`src/rtl/osc_pkg.sv`:
```
// Shared definitions for the oscillator control slice: mode width, the
// number of valid modes, the Q3.29 coefficient ROM and the FSM encoding.
// ROM rows: mode k uses w = pi / 2^(6-k), amplitude A = 1.0.
package osc_pkg;

    localparam int MODE_W    = 4;
    localparam int NUM_MODES = 5;
    localparam int COEF_W    = 32;

    typedef enum logic [1:0] {
        IDLE = 2'd0,
        LOAD = 2'd1,
        RUN  = 2'd2
    } osc_state_e;

    // A*sin(w), Q3.29
    localparam logic [COEF_W-1:0] COEF_SIN [NUM_MODES] = '{
        32'd26343006,    // w = pi/64
        32'd52622551,    // w = pi/32
        32'd104738320,   // w = pi/16
        32'd205451598,   // w = pi/8
        32'd379625062    // w = pi/4
    };

    // 2cos(w), Q3.29
    localparam logic [COEF_W-1:0] COEF_2COS [NUM_MODES] = '{
        32'd1072448455,
        32'd1068571461,
        32'd1053110174,
        32'd992008094,
        32'd759250125
    };

    // ROM lookups; codes outside the table fall back to row 0.
    function automatic logic [COEF_W-1:0] coef_sin(input logic [MODE_W-1:0] m);
        logic [COEF_W-1:0] r;
        r = COEF_SIN[0];
        for (int i = 0; i < NUM_MODES; i++) begin
            if (m == MODE_W'(i)) r = COEF_SIN[i];
        end
        return r;
    endfunction

    function automatic logic [COEF_W-1:0] coef_2cos(input logic [MODE_W-1:0] m);
        logic [COEF_W-1:0] r;
        r = COEF_2COS[0];
        for (int i = 0; i < NUM_MODES; i++) begin
            if (m == MODE_W'(i)) r = COEF_2COS[i];
        end
        return r;
    endfunction

endpackage

```
`src/rtl/osc_rate_div.sv`:
```
// Sample-rate divider: counts 0..ratio-1 while run is high and raises tick
// for one cycle after each wrap. clear forces the count and tick to zero.
// ratio must be non-zero (the parent latches 0 as 1).
module osc_rate_div #(
    parameter int DIV_W = 16
) (
    input  logic             Fg_CLK,
    input  logic             RESET,
    input  logic             clear,
    input  logic             run,
    input  logic [DIV_W-1:0] ratio,
    output logic             tick
);

    logic [DIV_W-1:0] cnt;

    // Free-running modulo-ratio counter; tick is registered off the wrap.
    always_ff @(posedge Fg_CLK or posedge RESET) begin
        if (RESET) begin
            cnt  <= '0;
            tick <= 1'b0;
        end else if (clear) begin
            cnt  <= '0;
            tick <= 1'b0;
        end else if (run) begin
            if (cnt >= ratio - DIV_W'(1)) begin
                cnt  <= '0;
                tick <= 1'b1;
            end else begin
                cnt  <= cnt + DIV_W'(1);
                tick <= 1'b0;
            end
        end else begin
            tick <= 1'b0;
        end
    end

endmodule

```
`src/rtl/oscillator_ctrl.sv`:
```
// Control stage ahead of the recursive sine/cosine oscillator: IDLE/LOAD/RUN
// sequencing, coefficient ROM selection, Ready load pulse, Enable sample
// strobe (via osc_rate_div) and freqchange retune requests.
// Optional feature macro: OSC_AUTO_SWEEP_EN (automatic mode sweep in RUN,
// one step every SWEEP_TICKS Enable strobes).
//
// Handshake: Ready and freqchange are single-cycle pulses with no back
// pressure; the oscillator must take init1/init2/Mode in the cycle the
// pulse is high. Enable is a one-cycle strobe per sample period.
module oscillator_ctrl
    import osc_pkg::*;
#(
`ifdef OSC_AUTO_SWEEP_EN
    parameter int SWEEP_TICKS = 4096,
`endif
    parameter int DIV_W = 16
) (
    input  logic              Fg_CLK,
    input  logic              RESET,
    input  logic              Start,
    input  logic              Stop,
    input  logic              ModeWr,
    input  logic [MODE_W-1:0] ModeSel,
    input  logic [DIV_W-1:0]  DivRatio,
    output logic              Enable,
    output logic              Ready,
    output logic [COEF_W-1:0] init1,
    output logic [COEF_W-1:0] init2,
    output logic [MODE_W-1:0] Mode,
    output logic              freqchange,
    output logic              Busy,
    output logic              ModeErr,
    output osc_state_e        dbg_state
);

    osc_state_e        state_q, state_d;
    logic [DIV_W-1:0]  ratio_q;
    logic              start_acc, mode_valid, user_wr, user_load, err_set;
    logic              div_run, div_clear;
    logic [MODE_W-1:0] mode_d;
    logic              fc_d;

    // Stop outranks Start and ModeWr everywhere below.
    assign start_acc  = (state_q == IDLE) && Start && !Stop;
    assign mode_valid = (ModeSel < MODE_W'(NUM_MODES));
    assign user_wr    = ModeWr && !Stop && mode_valid;
    assign user_load  = user_wr && ((state_q != RUN) || (ModeSel != Mode));
    assign err_set    = ModeWr && !Stop && !mode_valid;
    assign div_run    = (state_q == RUN) && !Stop;
    assign div_clear  = !div_run;
    assign dbg_state  = state_q;

    // Next-state logic for the IDLE -> LOAD -> RUN sequence.
    always_comb begin
        state_d = state_q;
        unique case (state_q)
            IDLE:    if (start_acc) state_d = LOAD;
            LOAD:    state_d = Stop ? IDLE : RUN;
            RUN:     if (Stop) state_d = IDLE;
            default: state_d = IDLE;
        endcase
    end

    // State register plus Ready/Busy decoded from the next state so they
    // line up with the state they describe; ratio latched on accepted Start.
    always_ff @(posedge Fg_CLK or posedge RESET) begin
        if (RESET) begin
            state_q <= IDLE;
            Ready   <= 1'b0;
            Busy    <= 1'b0;
            ratio_q <= DIV_W'(1);
        end else begin
            state_q <= state_d;
            Ready   <= (state_d == LOAD);
            Busy    <= (state_d != IDLE);
            if (start_acc) ratio_q <= (DivRatio == '0) ? DIV_W'(1) : DivRatio;
        end
    end

    osc_rate_div #(.DIV_W(DIV_W)) u_rate_div (
        .Fg_CLK (Fg_CLK),
        .RESET  (RESET),
        .clear  (div_clear),
        .run    (div_run),
        .ratio  (ratio_q),
        .tick   (Enable)
    );

`ifdef OSC_AUTO_SWEEP_EN
    logic [31:0] sweep_cnt;
    logic        sweep_step;

    // A user retune in the same cycle takes precedence over a sweep step.
    assign sweep_step = div_run && Enable && !user_load &&
                        (sweep_cnt == 32'(SWEEP_TICKS - 1));

    // Counts Enable strobes in RUN; restarts on a user retune or a step.
    always_ff @(posedge Fg_CLK or posedge RESET) begin
        if (RESET) begin
            sweep_cnt <= '0;
        end else if (!div_run || user_load) begin
            sweep_cnt <= '0;
        end else if (Enable) begin
            sweep_cnt <= sweep_step ? 32'd0 : sweep_cnt + 32'd1;
        end
    end
`endif

    // Mode selection: user writes first, then (optionally) the sweep.
    always_comb begin
        mode_d = Mode;
        fc_d   = 1'b0;
        if (user_load) begin
            mode_d = ModeSel;
            fc_d   = (state_q == RUN);
        end
`ifdef OSC_AUTO_SWEEP_EN
        else if (sweep_step) begin
            mode_d = (Mode == MODE_W'(NUM_MODES - 1)) ? '0 : Mode + MODE_W'(1);
            fc_d   = 1'b1;
        end
`endif
    end

    // Mode and coefficient registers move together; freqchange marks a retune.
    always_ff @(posedge Fg_CLK or posedge RESET) begin
        if (RESET) begin
            Mode       <= '0;
            init1      <= COEF_SIN[0];
            init2      <= COEF_2COS[0];
            freqchange <= 1'b0;
        end else begin
            Mode       <= mode_d;
            init1      <= coef_sin(mode_d);
            init2      <= coef_2cos(mode_d);
            freqchange <= fc_d;
        end
    end

    // Sticky invalid-mode flag, cleared only by an accepted Start.
    always_ff @(posedge Fg_CLK or posedge RESET) begin
        if (RESET) begin
            ModeErr <= 1'b0;
        end else if (err_set) begin
            ModeErr <= 1'b1;
        end else if (start_acc) begin
            ModeErr <= 1'b0;
        end
    end

endmodule
```
`config.mk`:
```
export PLATFORM = sky130hd
export DESIGN_NAME = oscillator_ctrl
export DESIGN_NICKNAME = d
export VERILOG_FILES = /design/src/rtl/osc_pkg.sv /design/src/rtl/osc_rate_div.sv /design/src/rtl/oscillator_ctrl.sv
export SDC_FILE = /design/constraint.sdc
export NUM_CORES = 1
export LEC_CHECK = 0
export BUFFER_PORTS_ARGS = -buffer_cell sky130_fd_sc_hd__buf_2
export CORE_ASPECT_RATIO = 1.5
export CORE_MARGIN = 5
export CORE_UTILIZATION = 50
export CTS_CLUSTER_SIZE = 16
export DETAILED_ROUTE_END_ITERATION = 10
export PLACE_DENSITY = 0.74
export SYNTH_ARGS = -nofsm -noshare
export SYNTH_HDL_FRONTEND = slang
export SYNTH_SLANG_ARGS = --single-unit
```
`constraint.sdc`:
```
create_clock -name Fg_CLK -period 5.3 [get_ports Fg_CLK]
set_input_delay 0.795 -clock Fg_CLK [delete_from_list [all_inputs] [get_ports Fg_CLK]]
set_output_delay 0.795 -clock Fg_CLK [all_outputs]
set_load 0.01 [all_outputs]
```
==> results of run 1 <==
[per-layer routing]
layer  track usage  part of all wire  up-vias
met1         0.216              0.39     1342
met4        0.0812             0.025        0
met2         0.330              0.54       78
li1              -                 -     1317
met5             0                 0        -
met3        0.0455             0.050       17
[kinds of logic after synthesis]
family                     share of synthesized area
xor gates and xnor gates                      0.0766
muxes                                         0.0478
other                                        0.00199
buffers and inverters                          0.106
and+or+nand+nor                                0.128
adders and majority gates                     0.0597
DFF                                            0.449
AOI/OAI and AO/OA                              0.130
[sequential cells by signal, indices dropped and copies added (netlist names), 2 cells and up]
register	flops
init2	4
Mode	4
init1	20
ratio_q	16
u_rate_div.cnt	16
dbg_state	2
[critical path: cells and delay by family (launching register included)]
| family | cells | cell delay (ps) |
|---|---|---|
| flip-flops | 1 | 430 |
| XOR/XNOR | 1 | 180 |
| AO/OA/AOI/OAI | 5 | 1660 |
| adder cells (fa/ha/maj) | 1 | 270 |
| AND/OR/NAND/NOR | 3 | 820 |
[power by group through the flow]
stage          logic (mW)  registers, mW  clock network, mW
6_report            0.421          0.687              0.463
5_1_grt             0.464          0.701              0.496
4_1_cts             0.428          0.687              0.472
3_5_place_dp        0.426          0.693                  0
3_3_place_gp        0.417          0.691                  0
2_1_floorplan       0.311          0.707                  0
[cells in the final DEF (no fill, tap or decap), drive strengths merged, types with 13 or more instances in the layout]
cell	instances
buf	90
dfstp	15
dfrtp	52
a211oi	17
nand2	18
mux2	14
ha	18
nor2	21
xor2	16
a21oi	13
xnor2	17
inv	14
[cell type report]
type / instances / area [sq um]
clock buffer: 9 / 124
clock inverter: 7 / 92.6
fill: 646 / 3060
inverter: 14 / 55.1
multi-input combinational: 231 / 1720
sequential: 67 / 1700
tap: 100 / 125
timing repair buffer: 90 / 455
[worst max path at each step]
stage | endpoint | slack (ps)
after floorplan | u_rate_div.cnt[10] | 2460
after global placement | u_rate_div.cnt[15] | 1940
after detailed placement | u_rate_div.cnt[15] | 1860
after CTS | u_rate_div.cnt[15] | 1840
after global routing | u_rate_div.cnt[15] | 1580
final | u_rate_div.cnt[10] | 1850
==> run summary, run 1 <==
Run status -> finished, final reports clean
Via-to-Cell Ratio -> 5.32
Most used DFF post-synth -> dfrtp_1
Final core utilization -> 0.582
Post-CTS Setup Inserts -> 0
Setup Skew -> 9.84 ps
CP Data Required Time -> 5540 ps
Startpoint Class -> register
Max Cap Viol -> 0
Clock power frac -> 0.295
Mean Syn Cell Area -> 10.7 sq um
Cell count after synthesis -> 352
Synthesized area -> 0.00377 sq mm
CTS tree -> built
# clock sinks -> 67
RSZ-0062 raised after global routing -> false
Slew Viols, Final -> 0
Reg-to-reg setup timing slack -> 1850 ps
Root Driver -> clkbuf_8
Via count -> 2754
Sequential share of the synthesized area -> 0.449
CTS Buf Count -> 9
Final GP Congestion -> 0.870
Wire length of the first global-routing pass -> 13600 microns
Post-detail-place hpwl -> 6510 microns
Cells after DPL -> 502
Final hold violation count -> 0
Maximum achievable frequency -> 0.290 GHz
Top-count cell post-synth -> dfrtp_1
Setup_tns -> 0 ps
Switching Share -> 0.322
Pwr/cell area -> 368 mW/mm^2
Maximum VDD drop -> 0.000297 V
Most Frequent Cell on Critical Path -> nor4_1
Async S/R FF share, synth -> 1.00
Drt wl/cell -> 16.5 microns
Diodes inserted -> 0
First-pass DRT Iterations -> 4
Detail Route Antenna Nets -> 0
Number of global-route vias before repair -> 2864
CP max FO -> 16
CP startpoint -> ratio_q[2]
Largest area contributor in the netlist -> dfrtp_1
Worst-path clk slew -> 70 ps
GRT Total Usage -> 0.188
Non-filler cells, final -> 518
Worst hold margin -> 518 ps
Fin crit period -> 3450 ps
CP max-delay cell -> o211ai_1
Core Footprint -> 0.00732 sq mm
Yosys warns -> 0
Placed cell areas -> 0.00405 sq mm
Psw -> 505 uW
Die Ht -> 116 microns
Hold Path Origin -> u_rate_div.cnt[0]
Final nets -> 456
CP Cell Sequence -> nor4_1 > nand2_1 > nor4_1 > xnor2_1 > ha_1 > a21o_1 > a211o_1 > a21oi_1 > o211ai_1 > a211oi_1
Worst slew pin tran -> 1200 ps
Top Ports -> 100
Setup ws final -> 1850 ps
Antenna violations before repair -> 0
Routed wire length -> 8560 microns
Endpoints failing setup -> 0
CTS max path bufs -> 2
# DRC -> 0
Worst EP arrival -> 3690 ps
Post-synth top cells -> dfrtp_1 (52), buf_4 (40), nor2_1 (21), ha_1 (18), nand2_1 (18)
Period utilization -> 0.650
Synthesized flop and latch total -> 67
Cell variety after synth -> 56
P&R area growth vs syn -> 13.0%
Initial detailed-routing violation count -> 113
Hold endpoint -> u_rate_div.cnt[0]
Place WS -> 1860 ps
Starting density of the core -> 0.515
Overall Power -> 1.57 mW
Relative slew slack -> 0.197
Critical path endpoint category -> register
Hold buffers post-CTS -> 0
Worst stage delay on the critical path -> 540 ps
Die width -> 80.9 microns
Fin area -> 0.00426 sq mm
Kind of critical path -> register to register
Level count of the clock H-tree -> 3
Die area -> 0.00942 sq mm
RR Endpoint -> u_rate_div.cnt[10]
PostCTS Resize Cnt -> 0
Number of synthesized flops with an enable pin -> 0
Remaining Overflow, GRT -> 0
Worst r2r src -> ratio_q[2]
Post-synth top area share -> 0.345
Worst-Skew Late Latency -> 340 ps
Comb pwr share -> 0.268
Worst hold path type -> register to register
Sequential share of power -> 0.437
Port Buffers -> 88
Synth top area cells -> dfrtp_1 (34%), dfstp_2 (10%), buf_4 (8.0%)
Leakage power -> 1.95 nW
Worst-case reg-to-reg path depth -> 10
Share of cells above drive strength 1 -> 0.364
P_int -> 1.07 mW
Largest net degree at the start of global routing -> 68
Std-Cell Rows -> 38
Worst hold path stage count -> 1
Power figures use the tool's default switching activity.
==> run 2, diff against run 1 <==
- CORE_UTILIZATION: 50 -> 48
- PLACE_DENSITY: 0.74 -> 0.75
- clock period: 5.3 -> 2.9 ns (I/O delays scaled with it)
==> run summary, run 2 (synthesis results as in run 1) <==
Kind of critical path -> register to register (unchanged)
Critical path endpoint category -> register (unchanged)
Reg-to-reg setup timing slack -> 130 ps (was 1850 ps)
Port Buffers -> 88 (unchanged)
Core Footprint -> 0.00766 sq mm (was 0.00732 sq mm)
First-pass DRT Iterations -> 4 (unchanged)
Overall Power -> 3.43 mW (was 1.57 mW)
Non-filler cells, final -> 532 (was 518)
Worst hold path type -> primary input to register (was register to register)
Run status -> finished, final reports clean (unchanged)
Root Driver -> clkbuf_16 (was clkbuf_8)
P&R area growth vs syn -> 21.7% (was 13.0%)
Remaining Overflow, GRT -> 0 (unchanged)
Routed wire length -> 8840 microns (was 8560 microns)
Top Registers -> init1: 20 flops, ratio_q: 16 flops, u_rate_div.cnt: 16 flops (unchanged)
CP Cell Sequence -> nor4_4 > nand2_2 > nor4_2 > xnor2_1 > ha_1 > a21o_1 > a211o_1 > a21oi_2 > o211ai_1 > buf_6 > a211oi_1 (was nor4_1 > nand2_1 > nor4_1 > xnor2_1 > ha_1 > a21o_1 > a211o_1 > a21oi_1 > o211ai_1 > a211oi_1)
Via count -> 2828 (was 2754)
Post-CTS Setup Inserts -> 0 (unchanged)
Drt wl/cell -> 16.6 microns (was 16.5 microns)
Via-to-Cell Ratio -> 5.32 (about the same)
Cells after DPL -> 515 (was 502)
Largest net degree at the start of global routing -> 38 (was 68)
Final GP Congestion -> 0.904 (was 0.870)
Worst hold margin -> 326 ps (was 518 ps)
Die area -> 0.00977 sq mm (was 0.00942 sq mm)
# clock sinks -> 67 (unchanged)
GRT Total Usage -> 0.190 (was 0.188)
Final nets -> 468 (was 456)
Startpoint Class -> register (unchanged)
CP Data Required Time -> 3130 ps (was 5540 ps)
Period utilization -> 0.955 (was 0.650)
Wire length of the first global-routing pass -> 14300 microns (was 13600 microns)
Initial detailed-routing violation count -> 99 (was 113)
Fin crit period -> 2770 ps (was 3450 ps)
Worst-Skew Late Latency -> 330 ps (was 340 ps)
Multi-input gate area -> 0.00178 sq mm (was 0.00172 sq mm)
Leakage power -> 2.08 nW (was 1.95 nW)
Most common cell after layout, fill and taps aside -> buf_2 (unchanged)
Antenna violations before repair -> 0 (unchanged)
Endpoints failing setup -> 0 (unchanged)
CTS Buf Count -> 9 (unchanged)
Number of global-route vias before repair -> 3031 (was 2864)
Max Cap Viol -> 0 (unchanged)
Diodes inserted -> 0 (unchanged)
Die width -> 82.4 microns (was 80.9 microns)
RR Endpoint -> u_rate_div.cnt[10] (unchanged)
Relative slew slack -> 0.593 (was 0.197)
Pwr/cell area -> 748 mW/mm^2 (was 368 mW/mm^2)
# DRC -> 0 (unchanged)
Setup_tns -> 0 ps (unchanged)
Maximum achievable frequency -> 0.361 GHz (was 0.290 GHz)
CTS max path bufs -> 2 (unchanged)
Final hold violation count -> 0 (unchanged)
Worst slew pin tran -> 611 ps (was 1200 ps)
Post-detail-place hpwl -> 6790 microns (was 6510 microns)
Share of cells above drive strength 1 -> 0.407 (was 0.364)
Max reg flops -> 20 (unchanged)
CP max FO -> 16 (unchanged)
Detail Route Antenna Nets -> 0 (unchanged)
Slew Viols, Final -> 0 (unchanged)
CTS tree -> built (unchanged)
FILL cells -> 616 (was 646)
Setup Skew -> 5.15 ps (was 9.84 ps)
Final core utilization -> 0.599 (was 0.582)
Highest-count cells in the layout ignoring fill and taps -> buf_2 (88), dfrtp_1 (52), nor2_1 (20) (was buf_2 (88), dfrtp_1 (52), nor2_1 (21))
CP max-delay cell -> dfrtp_1 (was o211ai_1)
Maximum VDD drop -> 0.000506 V (was 0.000297 V)
Worst hold path stage count -> 3 (was 1)
Worst stage delay on the critical path -> 430 ps (was 540 ps)
Largest Register -> init1 (unchanged)
Level count of the clock H-tree -> 3 (unchanged)
Worst-case reg-to-reg path depth -> 11 (was 10)
Starting density of the core -> 0.492 (was 0.515)
Worst-path clk slew -> 60 ps (was 70 ps)
Top Ports -> 100 (unchanged)
Buffers and inverters on the worst path -> 1 (was 0)
Worst EP arrival -> 3000 ps (was 3690 ps)
Hold Path Origin -> DivRatio[1] (was u_rate_div.cnt[0])
Die Ht -> 119 microns (was 116 microns)
Hold endpoint -> ratio_q[1] (was u_rate_div.cnt[0])
Std-Cell Rows -> 39 (was 38)
Worst r2r src -> ratio_q[5] (was ratio_q[2])
Critical path's top delay family -> compound AO/OA/AOI/OAI gates (unchanged)
Seq. cell area -> 0.00170 sq mm (unchanged)
## run 2: changes by cell type in the layout (fill, tap and decap cells not counted), moves of 2 or more
cell	change
clkinv_2	-3
clkbuf_8	-8
nand2_2	+2
clkbuf_16	+9
a211oi_2	+4
a211oi_1	-4
nor4_1	-2
buf_4	+10
bufinv_16	+2
nand2_1	-2
## run 2: worst max-delay path by stage
stage               startpoint                 end  slack, ps  cells after the start
floorplan           ratio_q[2]  u_rate_div.cnt[10]         60                     11
global placement    ratio_q[3]  u_rate_div.cnt[15]        100                     11
detailed placement  ratio_q[3]   u_rate_div.cnt[7]        -30                     11
CTS                 ratio_q[3]   u_rate_div.cnt[4]         10                     11
global route        ratio_q[5]   u_rate_div.cnt[8]         -5                     11
finish              ratio_q[5]  u_rate_div.cnt[10]        130                     11
## run 2: routing by layer
layer / global-route usage / share of wire / routed length (microns)
met4: 0.102 / 0.036 / 319
met2: 0.324 / 0.54 / 4760
met5: 0 / 0 / 0
met3: 0.0441 / 0.053 / 471
met1: 0.212 / 0.37 / 3290
## run 2: what timing repair did
item                       in CTS  in global routing
setup endpoints to repair      14                 16
gates resized for setup         2                 13
hold endpoints to repair        4                  0
hold buffers                    1                  0
pin swaps                       0                  1
## run 2: cell type report
| cell class | instances | area share |
|---|---|---|
| timing repair buffer | 102 | 0.120 |
| inverter | 14 | 0.0120 |
| clock inverter | 6 | 0.0297 |
| clock buffer | 10 | 0.0521 |
| tap | 102 | 0.0278 |
| sequential | 67 | 0.369 |
| multi-input combinational | 231 | 0.389 |
## run 2: where the power goes
group / switching [mW] / total, mW / internal (mW) / leakage [nW]
logic: 0.448 / 0.817 / 0.368 / 1.08
clock network: 0.408 / 1.36 / 0.951 / 0.179
registers: 0.132 / 1.26 / 1.13 / 0.827
## run 2: metrics by stage
stage          setup WS, ps  instance area [sq um]
2_1_floorplan          58.1                   3810
3_3_place_gp           98.0                   4130
3_5_place_dp          -26.8                   4130
4_1_cts                11.1                   4530
5_1_grt               -4.69                   4590
6_report                130                   4590
## run 2: worst min-delay path, stage by stage
cell and delay [ps]:
buf_2 90, nand2_1 40, o21ai_0 60
